===== config.mk =====
export PLATFORM = sky130hd
export DESIGN_NAME = keypad_key_fifo
export DESIGN_NICKNAME = d
export VERILOG_FILES = /design/src/rtl/keypad_key_fifo.sv
export SDC_FILE = /design/constraint.sdc
export NUM_CORES = 1
export LEC_CHECK = 0
export CAP_MARGIN = 10
export CORE_ASPECT_RATIO = 1.75
export CORE_MARGIN = 1
export CORE_UTILIZATION = 35
export DETAILED_ROUTE_END_ITERATION = 10
export DONT_BUFFER_PORTS = 1
export HOLD_SLACK_MARGIN = 0.12
export SYNTH_ARGS = -nofsm -noshare
export SYNTH_HDL_FRONTEND = slang
export SYNTH_SLANG_ARGS = --single-unit

===== constraint.sdc =====
create_clock -name clock -period 2.2 [get_ports clock]
set_input_delay 0.22 -clock clock [delete_from_list [all_inputs] [get_ports clock]]
set_output_delay 0.22 -clock clock [all_outputs]
set_load 0.005 [all_outputs]

===== src/rtl/keypad_key_fifo.sv =====
// -----------------------------------------------------------------------------
// keypad_key_fifo
//
// Purpose:
//   Sits behind the hex keypad scanner/encoder. Each physical key press is
//   turned into exactly one queued 4-bit code: a small press FSM accepts the
//   first valid strobe, then locks out until code_valid has stayed low for
//   QUIET consecutive cycles. That lockout swallows contact bounce and
//   rescan pulses. Accepted codes go into a DEPTH-entry FIFO, which the host
//   drains with a one-cycle read request.
//
// Parameters:
//   DEPTH  FIFO entries. Must be a power of 2 and at least 2.
//   AW     Pointer width. Must equal log2(DEPTH).
//   QUIET  Low cycles needed to re-arm the press detector, 1..255.
//
// Ports:
//   clock       in   system clock, rising-edge active
//   reset       in   asynchronous, active-high reset of the whole block
//   code_in     in   [3:0] key code from the scanner
//   code_valid  in   scanner valid strobe
//   rd_en       in   host read request; pops one entry when not empty
//   rd_data     out  [3:0] registered read data
//   rd_valid    out  one-cycle pulse qualifying rd_data
//   empty       out  FIFO holds no entries
//   full        out  FIFO holds DEPTH entries
//   count       out  [AW:0] occupancy, 0..DEPTH
//   overflow    out  sticky: a press was dropped because the FIFO was full
//   ovf_clr     in   synchronous clear of overflow (a new drop wins)
//   busy        out  press FSM is in its lockout state
// -----------------------------------------------------------------------------
module keypad_key_fifo #(
    parameter int DEPTH = 8,
    parameter int AW    = 3,
    parameter int QUIET = 16
) (
    input  logic          clock,
    input  logic          reset,
    input  logic [3:0]    code_in,
    input  logic          code_valid,
    input  logic          rd_en,
    output logic [3:0]    rd_data,
    output logic          rd_valid,
    output logic          empty,
    output logic          full,
    output logic [AW:0]   count,
    output logic          overflow,
    input  logic          ovf_clr,
    output logic          busy
);

    // ------------------------------------------------------------------
    // Constants sized to the signals they are compared with
    // ------------------------------------------------------------------
    localparam logic [AW:0]   COUNT_FULL = (AW + 1)'(DEPTH);
    localparam logic [AW:0]   COUNT_ONE  = (AW + 1)'(1);
    localparam logic [AW-1:0] PTR_ONE    = AW'(1);
    localparam logic [7:0]    QUIET_LAST = 8'(QUIET - 1);

    // ------------------------------------------------------------------
    // Press FSM
    // ------------------------------------------------------------------
    typedef enum logic {
        IDLE = 1'b0,
        LOCK = 1'b1
    } state_t;

    state_t     state_reg;
    state_t     state_next;
    logic [7:0] qcnt_reg;
    logic [7:0] qcnt_next;
    logic       push_req;

    always_ff @(posedge clock or posedge reset) begin
        if (reset) begin
            state_reg <= IDLE;
            qcnt_reg  <= 8'd0;
        end else begin
            state_reg <= state_next;
            qcnt_reg  <= qcnt_next;
        end
    end

    // In LOCK, qcnt counts consecutive low samples. Any high sample restarts
    // the count. The FSM leaves on the QUIET-th consecutive low sample, so
    // the earliest new press is sampled on the following edge.
    always_comb begin
        state_next = state_reg;
        qcnt_next  = qcnt_reg;
        push_req   = 1'b0;
        case (state_reg)
            IDLE: begin
                if (code_valid) begin
                    push_req   = 1'b1;
                    qcnt_next  = 8'd0;
                    state_next = LOCK;
                end
            end
            LOCK: begin
                if (code_valid) begin
                    qcnt_next = 8'd0;
                end else if (qcnt_reg == QUIET_LAST) begin
                    qcnt_next  = 8'd0;
                    state_next = IDLE;
                end else begin
                    qcnt_next = qcnt_reg + 8'd1;
                end
            end
            default: begin
                state_next = IDLE;
                qcnt_next  = 8'd0;
            end
        endcase
    end

    assign busy = (state_reg == LOCK);

    // ------------------------------------------------------------------
    // FIFO control
    // ------------------------------------------------------------------
    logic [3:0]    mem [DEPTH];
    logic [AW-1:0] wr_ptr_reg;
    logic [AW-1:0] rd_ptr_reg;
    logic [AW:0]   count_reg;
    logic [AW:0]   count_next;
    logic          do_push;
    logic          do_pop;
    logic          ovf_event;

    assign empty = (count_reg == '0);
    assign full  = (count_reg == COUNT_FULL);
    assign count = count_reg;

    // A pop is only honoured when an entry is already stored, so a read
    // on an empty FIFO never bypasses a push arriving in the same cycle.
    // When full, a same-cycle pop frees the slot the push needs.
    assign do_pop    = rd_en & ~empty;
    assign do_push   = push_req & (~full | do_pop);
    assign ovf_event = push_req & full & ~do_pop;

    always_comb begin
        count_next = count_reg;
        case ({do_push, do_pop})
            2'b10:   count_next = count_reg + COUNT_ONE;
            2'b01:   count_next = count_reg - COUNT_ONE;
            default: count_next = count_reg;
        endcase
    end

    // Storage array has no reset. Reset empties the FIFO by clearing the
    // pointers and the count, so stale words are never read.
    always_ff @(posedge clock) begin
        if (do_push) begin
            mem[wr_ptr_reg] <= code_in;
        end
    end

    always_ff @(posedge clock or posedge reset) begin
        if (reset) begin
            wr_ptr_reg <= '0;
            rd_ptr_reg <= '0;
            count_reg  <= '0;
            rd_data    <= 4'h0;
            rd_valid   <= 1'b0;
            overflow   <= 1'b0;
        end else begin
            count_reg <= count_next;
            rd_valid  <= do_pop;
            if (do_push) begin
                wr_ptr_reg <= wr_ptr_reg + PTR_ONE;
            end
            // When full and pushing in the same cycle, both pointers address
            // the same slot. The read returns the old word before it is
            // overwritten.
            if (do_pop) begin
                rd_data    <= mem[rd_ptr_reg];
                rd_ptr_reg <= rd_ptr_reg + PTR_ONE;
            end
            // Set has priority over clear, so a drop in the clear cycle
            // is still reported.
            if (ovf_event) begin
                overflow <= 1'b1;
            end else if (ovf_clr) begin
                overflow <= 1'b0;
            end
        end
    end

endmodule


==> metrics.csv, run 1 <==
stage,metric,value,unit
place,dpl ws,0.127,ns
global_routing,first-pass GRT wire length,8360,um
place,Port Buffer Count,0,
pwr,VDD IR-drop max,564,uV
clock_tree,Worst-path clk slew,0.05,ns
clock_tree,CTS Buf Count,9,
logic_synthesis,sequential area share after synthesis,0.629,
floorplan,Initial Utilization,0.365,
timing,Fin. Hold Viols,0,
timing,fin worst setup slack,0.175,ns
logic_synthesis,"FF+latch count, synth",57,
clock_tree,postcts setup bufs,0,
timing,FMAX,494,MHz
finish,"commonest non-fill, non-tap cell in the layout",edfxtp_1,
timing,Final period util,0.920,
finish,Finished Layout Cells,303,
finish,most frequent cells in the layout,"edfxtp_1 (32), nand2_1 (25), dfrtp_1 (25), nor2_1 (14), buf_4 (14)",
place,DP Area,2680,um^2
finish,layout cell share with drive strength beyond 1,0.196,
timing,max_slew headroom,0.606,
critical_path,Startpoint Class,flip-flop,
global_routing,pin count of the biggest net entering global routing,26,
global_routing,GR Util met2,0.281,
clock_tree,H-tree lvl count,3,
global_routing,Total GRT Usage,0.154,
global_routing,GRT overflow,0,
clock_tree,CTS Root Cell,clkbuf_16,
critical_path,R2R setup slack,0.18,ns
critical_path,CP Capture Point,mem[1][1],
floorplan,Die ar.,7570,um^2
critical_path,Worst Reg2Reg Path Length in Cells,5,
timing,worst hold slack,0.144,ns
global_routing,met1 Usage GRT,0.154,
critical_path,Setup CP Type,reg2reg,
clock_tree,later-pin clock latency in the skew report,0.32,ns
place,RePlAce Congestion,0.751,
clock_tree,maximum clock path buffer count,2,
global_routing,GRT busiest layer,met2,
global_routing,initial antenna violation count,0,
timing,Least-Margin Pin Slew,0.587,ns
logic_synthesis,Syn Inst Count,188,
timing,Max Slew Vio Count,0,
routing,DRC viols,0,
finish,Ant. Diodes,0,
pwr,power per cell area,1080,nW/um^2
pwr,leakage,1.18,nW
critical_path,CP required,2.15,ns
worst_hold_path,Hold WC Path Type,in2reg,
logic_synthesis,synth warn,0,
finish,post-layout instance area,3040,um^2
clock_tree,CTS tree,built,
timing,Setup TNS Final,0,ns
critical_path,Worst Setup SP,count[3],
routing,total number of vias,1536,
place,Detail Placement HPWL,3640,um
routing,"antenna viol nets, final",0,
routing,Post-Route WL,4960,um
global_routing,met3 Use GR,0.0438,
floorplan,Die Y,114,um
timing,"Min Clock Period, post-route",2.02,ns
critical_path,Reg-to-Reg Start,count[3],
critical_path,Worst Path Arrival,1.98,ns
logic_synthesis,"Avg Cell Area, Syn",13.4,um^2
timing,unrepaired setup endpoints after global routing,false,
routing,Avg WL per Cell,16.4,um
finish,area of the multi-input gates,860,um^2
routing,Starting DRT DRC Count,144,
floorplan,die width,66.2,um
floorplan,core area,6910,um^2
logic_synthesis,synthesized area,2520,um^2
job,maxcap violations,0,
finish,nets@finish,227,
finish,Filler cells,640,
logic_synthesis,Synth cell types,39,
critical_path,reg2reg end,mem[1][1],
floorplan,I/O Pins,22,
outcome,outcome,finished clean,
place,placed cell count,278,
critical_path,CP Capture Type,flip-flop,
finish,max reg flops,32,
routing,vias per inst,5.07,
global_routing,vias in the first global route,1696,
timing,Worst Clk Skew,0.00802,ns
routing,Initial DRT Pass Iterations,4,
logic_synthesis,Mapped Nets,201,
floorplan,std cell rows,40,
critical_path,CP Max Fanout,4,
finish,P&R area growth vs syn,20.5,%
finish,Storage cell area,1590,um^2
clock_tree,# clock sinks,57,
timing,Final setup viols,0,
## repair_timing
action	4_1_cts	5_1_grt
hold buffers	9	0
endpoints found under the hold margin	63	0
gates resized for setup	0	1
endpoints found under the setup margin	0	4
## synth_stat cells, drive strengths merged
master,number,share of area
edfxtp,32,0.38
nand2,25,0.037
clkbuf,4,0.0099
a211oi,1,0.0030
or3,1,0.0025
o22ai,2,0.0074
inv,7,0.010
mux2,2,0.0089
a21oi,7,0.014
o21ai,7,0.014
ha,4,0.020
o41ai,1,0.011
xor2,1,0.0035
dfrtp,25,0.25
nand4,1,0.0025
or4b,1,0.0055
nor4,3,0.0074
o21bai,1,0.0030
nor3,5,0.0099
nand3,4,0.0079
buf,4,0.012
nand2b,5,0.012
a41oi,1,0.0035
or4,1,0.0030
mux4,8,0.071
nor2,14,0.021
a31oi,2,0.0050
nor2b,1,0.0025
mux2i,8,0.032
a21o,1,0.0030
and3,3,0.0074
a22o,1,0.0035
xnor2,5,0.017
## metrics by stage
step	power, W	utilization
6_report	0.00328	0.440
5_1_grt	0.00347	0.440
4_1_cts	0.00333	0.439
3_5_place_dp	0.00208	0.388
3_3_place_gp	0.00207	0.388
2_1_floorplan	0.00190	-
## worst max-delay path: stages (launching register included)
cell,delay (ns)
dfrtp_1,0.42
or4b_4,0.24
inv_2,0.05
a21oi_1,0.29
nand2_1,0.16
nor3_1,0.48
## worst min path at each step
| stage | end | cells past startpoint | from |
|---|---|---|---|
| 5_1_grt | qcnt_reg[7] | 3 | code_valid |
| 2_1_floorplan | busy | 1 | reset |
| 6_report | qcnt_reg[7] | 3 | code_valid |
| 4_1_cts | wr_ptr_reg[1] | 3 | rd_en |
| 3_5_place_dp | qcnt_reg[3] | 2 | reset |
| 3_3_place_gp | rd_data[1] | 2 | reset |
## cell type report
cell class | count | area share
sequential | 57 | 0.522
multi-input combinational | 116 | 0.283
clock buffer | 13 | 0.0823
timing repair buffer | 23 | 0.0642
tap | 84 | 0.0346
inverter | 7 | 0.00864
clock inverter | 3 | 0.00576
## layer usage
layer | share of wire | wire, um
met1 | 0.35 | 1750
met2 | 0.59 | 2920
met3 | 0.043 | 213
met4 | 0.015 | 74
met5 | 0 | 0
## where the power goes
group	internal [W]	switching, W	total (W)
logic	0.000362	0.000280	0.000643
clock network	0.000786	0.000430	0.00122
registers	0.00124	0.000183	0.00142
## kinds of logic (layout without fill, tap and decap cells)
group | after synthesis | after routing | synth area share
adder cells (fa/ha/maj) | 4 | 4 | 0.0198
AND/OR/NAND/NOR | 64 | 64 | 0.119
XOR/XNOR | 6 | 6 | 0.0208
AO/OA/AOI/OAI | 24 | 24 | 0.0669
flip-flops | 57 | 57 | 0.629
multiplexers | 18 | 18 | 0.112
buffers and inverters | 15 | 46 | 0.0327
Note: power is estimated with default switching activity, not from simulation.
==> run 2, diff against run 1 <==
CORE_UTILIZATION = 30   (was 35)
TNS_END_PERCENT = 50   (was not set)
==> run 2 against run 1 <==
  * The flow now finishes with violations (DRC)
  * Maximum frequency down 3.9%
  * Routed wire length about the same
  * Core utilization down 5.6 points
  * Setup slack worse by 0.082 ns
  * Final cell count up 2.3%
  * Critical endpoint is now mem[6][0]
  * Power up 4.4%
  * Via count up 3.1%
  * Register-to-register slack worse by 0.08 ns
  * Highest routed layer unchanged
  * Sequential cell count unchanged
==> metrics.csv, run 2 (same netlist as run 1, synthesis figures left out) <==
stage,metric,value,unit,change
finish,max reg flops,32,,unchanged
finish,"commonest non-fill, non-tap cell in the layout",edfxtp_1,,
place,DP Area,2690,um^2,+0.56%
clock_tree,CTS tree,built,,
critical_path,Worst Reg2Reg Path Length in Cells,7,,+2
critical_path,Setup CP Type,reg2reg,,
finish,layout cell share with drive strength beyond 1,0.205,,+0.00820
pwr,sw frac,0.269,,-0.00356
place,RePlAce Congestion,0.794,,+5.6%
clock_tree,Worst-path clk slew,0.05,ns,about the same
pwr,power per cell area,1110,nW/um^2,+2.9%
timing,Worst Clk Skew,0.00491,ns,-0.00310 ns
critical_path,CP required,2.29,ns,+0.14 ns
critical_path,Startpoint Class,flip-flop,,
clock_tree,CTS Buf Count,9,,unchanged
critical_path,Worst Path Arrival,2.20,ns,+0.22 ns
timing,Final period util,0.957,,+0.0371
routing,total number of vias,1584,,+3.1%
timing,Fin. Hold Viols,0,,unchanged
floorplan,std cell rows,43,,+7.5%
floorplan,die width,71.3,um,+7.8%
critical_path,reg2reg end,mem[6][0],,
floorplan,I/O Pins,22,,unchanged
timing,Setup TNS Final,0,ns,unchanged
global_routing,initial antenna violation count,0,,unchanged
timing,Least-Margin Pin Slew,0.567,ns,-0.0199 ns
finish,P&R area growth vs syn,22.2,%,
pwr,VDD IR-drop max,434,uV,-23%
worst_hold_path,Worst Hold End,qcnt_reg[7],,
routing,Post-Route WL,4950,um,about the same
worst_hold_path,Hold WC Path Type,in2reg,,
clock_tree,CTS Root Cell,clkbuf_16,,
floorplan,Die ar.,8800,um^2,+16%
timing,Final setup viols,0,,unchanged
critical_path,R2R setup slack,0.09,ns,-0.08 ns
pwr,sequential group share of total power,0.418,,-0.015
place,Detail Placement HPWL,3580,um,-1.5%
job,maxcap violations,0,,unchanged
pwr,Combinational Power Share,0.187,,-0.009
clock_tree,H-tree lvl count,3,,unchanged
clock_tree,# clock sinks,57,,unchanged
floorplan,Initial Utilization,0.315,,-0.0506
pwr,leakage,1.20,nW,+1.2%
timing,fin worst setup slack,0.0937,ns,-0.0817 ns
critical_path,CP Capture Type,flip-flop,,
global_routing,vias in the first global route,1656,,-2.4%
clock_tree,maximum clock path buffer count,2,,unchanged
outcome,failing checks,DRC,,
finish,fin util,0.385,,-0.0556
place,Port Buffer Count,0,,unchanged
finish,nets@finish,228,,+0.44%
timing,FMAX,475,MHz,-3.9%
pwr,Switching Power,0.000920,W,+3.0%
worst_hold_path,hold path startpoint,code_valid,,
routing,"antenna viol nets, final",0,,unchanged
global_routing,GRT overflow,0,,unchanged
global_routing,first-pass GRT wire length,8050,um,-3.7%
outcome,outcome,finished with violations,,
routing,Starting DRT DRC Count,80,,-44%
critical_path,CP Max Fanout,10,,+6
floorplan,Die Y,123,um,+7.9%
timing,"Min Clock Period, post-route",2.11,ns,+0.0817 ns
finish,Ant. Diodes,0,,unchanged
routing,DRC viols,2,,+2
routing,Avg WL per Cell,16.0,um,-2.3%
timing,unrepaired setup endpoints after global routing,true,,
clock_tree,later-pin clock latency in the skew report,0.33,ns,about the same
floorplan,core area,8020,um^2,+16%
routing,vias per inst,5.11,,+0.80%
timing,max_slew headroom,0.622,,+0.0162
pwr,clock share of power,0.395,,+0.024
timing,Max Slew Vio Count,0,,unchanged
routing,Initial DRT Pass Iterations,7,,+3
critical_path,Reg-to-Reg Start,count[1],,
global_routing,pin count of the biggest net entering global routing,26,,unchanged
global_routing,Total GRT Usage,0.130,,-0.0241
place,dpl ws,-0.0216,ns,-0.149 ns
pwr,post-layout power,0.00342,W,+4.4%
finish,post-layout instance area,3080,um^2,+1.4%
worst_hold_path,worst hold stages,3,,unchanged
finish,most frequent cells in the layout,"edfxtp_1 (32), nand2_1 (25), dfrtp_1 (25), buf_4 (15), nor2_1 (13)",,
pwr,cell-internal power,0.00250,W,+4.9%
[run 2: changes by cell type in the layout (fill, tap and decap cells not counted)]
cell       delta
bufinv_16     +1
clkinv_2      -1
nor2_2        +1
buf_4         +1
nor2_1        -1
[run 2: how the worst max path moves through the flow]
stage,start,end,slack [ns],cells past startpoint
floorplan,count[1],count[1],0.07,8
global placement,count[3],mem[0][0],0.03,6
detailed placement,count[3],mem[0][0],-0.02,6
CTS,count[3],mem[2][1],0.11,6
global route,count[3],mem[0][0],-0.02,6
finish,count[1],mem[6][0],0.09,7
[run 2: power groups by stage]
stage	sequential (W)	clock [W]	combinational, W
2_1_floorplan	0.00135	0	0.000553
3_3_place_gp	0.00145	0	0.000622
3_5_place_dp	0.00145	0	0.000631
4_1_cts	0.00144	0.00138	0.000652
5_1_grt	0.00146	0.00142	0.000712
6_report	0.00143	0.00135	0.000640
[run 2: repair_timing]
action / in CTS / in global routing
cloned: 0 / 0
setup buffers: 0 / 0
setup endpoints to repair: 4 / 8
gates resized for setup: 1 / 1
endpoints found under the hold margin: 64 / 0
hold buffers: 9 / 0
[run 2: layer usage]
layer  wire (um)  GRT usage  share of wire
met1        1780      0.117           0.36
met2        2790      0.237           0.56
met3         189     0.0359          0.038
met4         188      0.106          0.038
met5           0          0              0
[run 2: worst max-delay path, cell delays in order, from the launching register on]
cell      delay, ns
dfrtp_1        0.41
buf_4          0.19
or4b_4         0.56
inv_2          0.11
a21oi_1        0.13
nand2b_1       0.22
nor2_1         0.09
buf_4          0.16
[run 2: final cells by class]
cell class              instances  area (um^2)
fillers                       729         4930
flip-flops and latches         57         1590
multi-input cells             116          862
clock buffers                  13          250
repair buffers                 24          203
well taps                      90          113
clock inverters                 3         42.5
inverters                       7         26.3
[run 2: through the flow]
| step | hold slack, ns | std cells |
|---|---|---|
| 2_1_floorplan | 0.247 | 188 |
| 3_3_place_gp | 0.189 | 285 |
| 3_5_place_dp | 0.193 | 285 |
| 4_1_cts | 0.122 | 310 |
| 5_1_grt | 0.175 | 310 |
| 6_report | 0.132 | 310 |
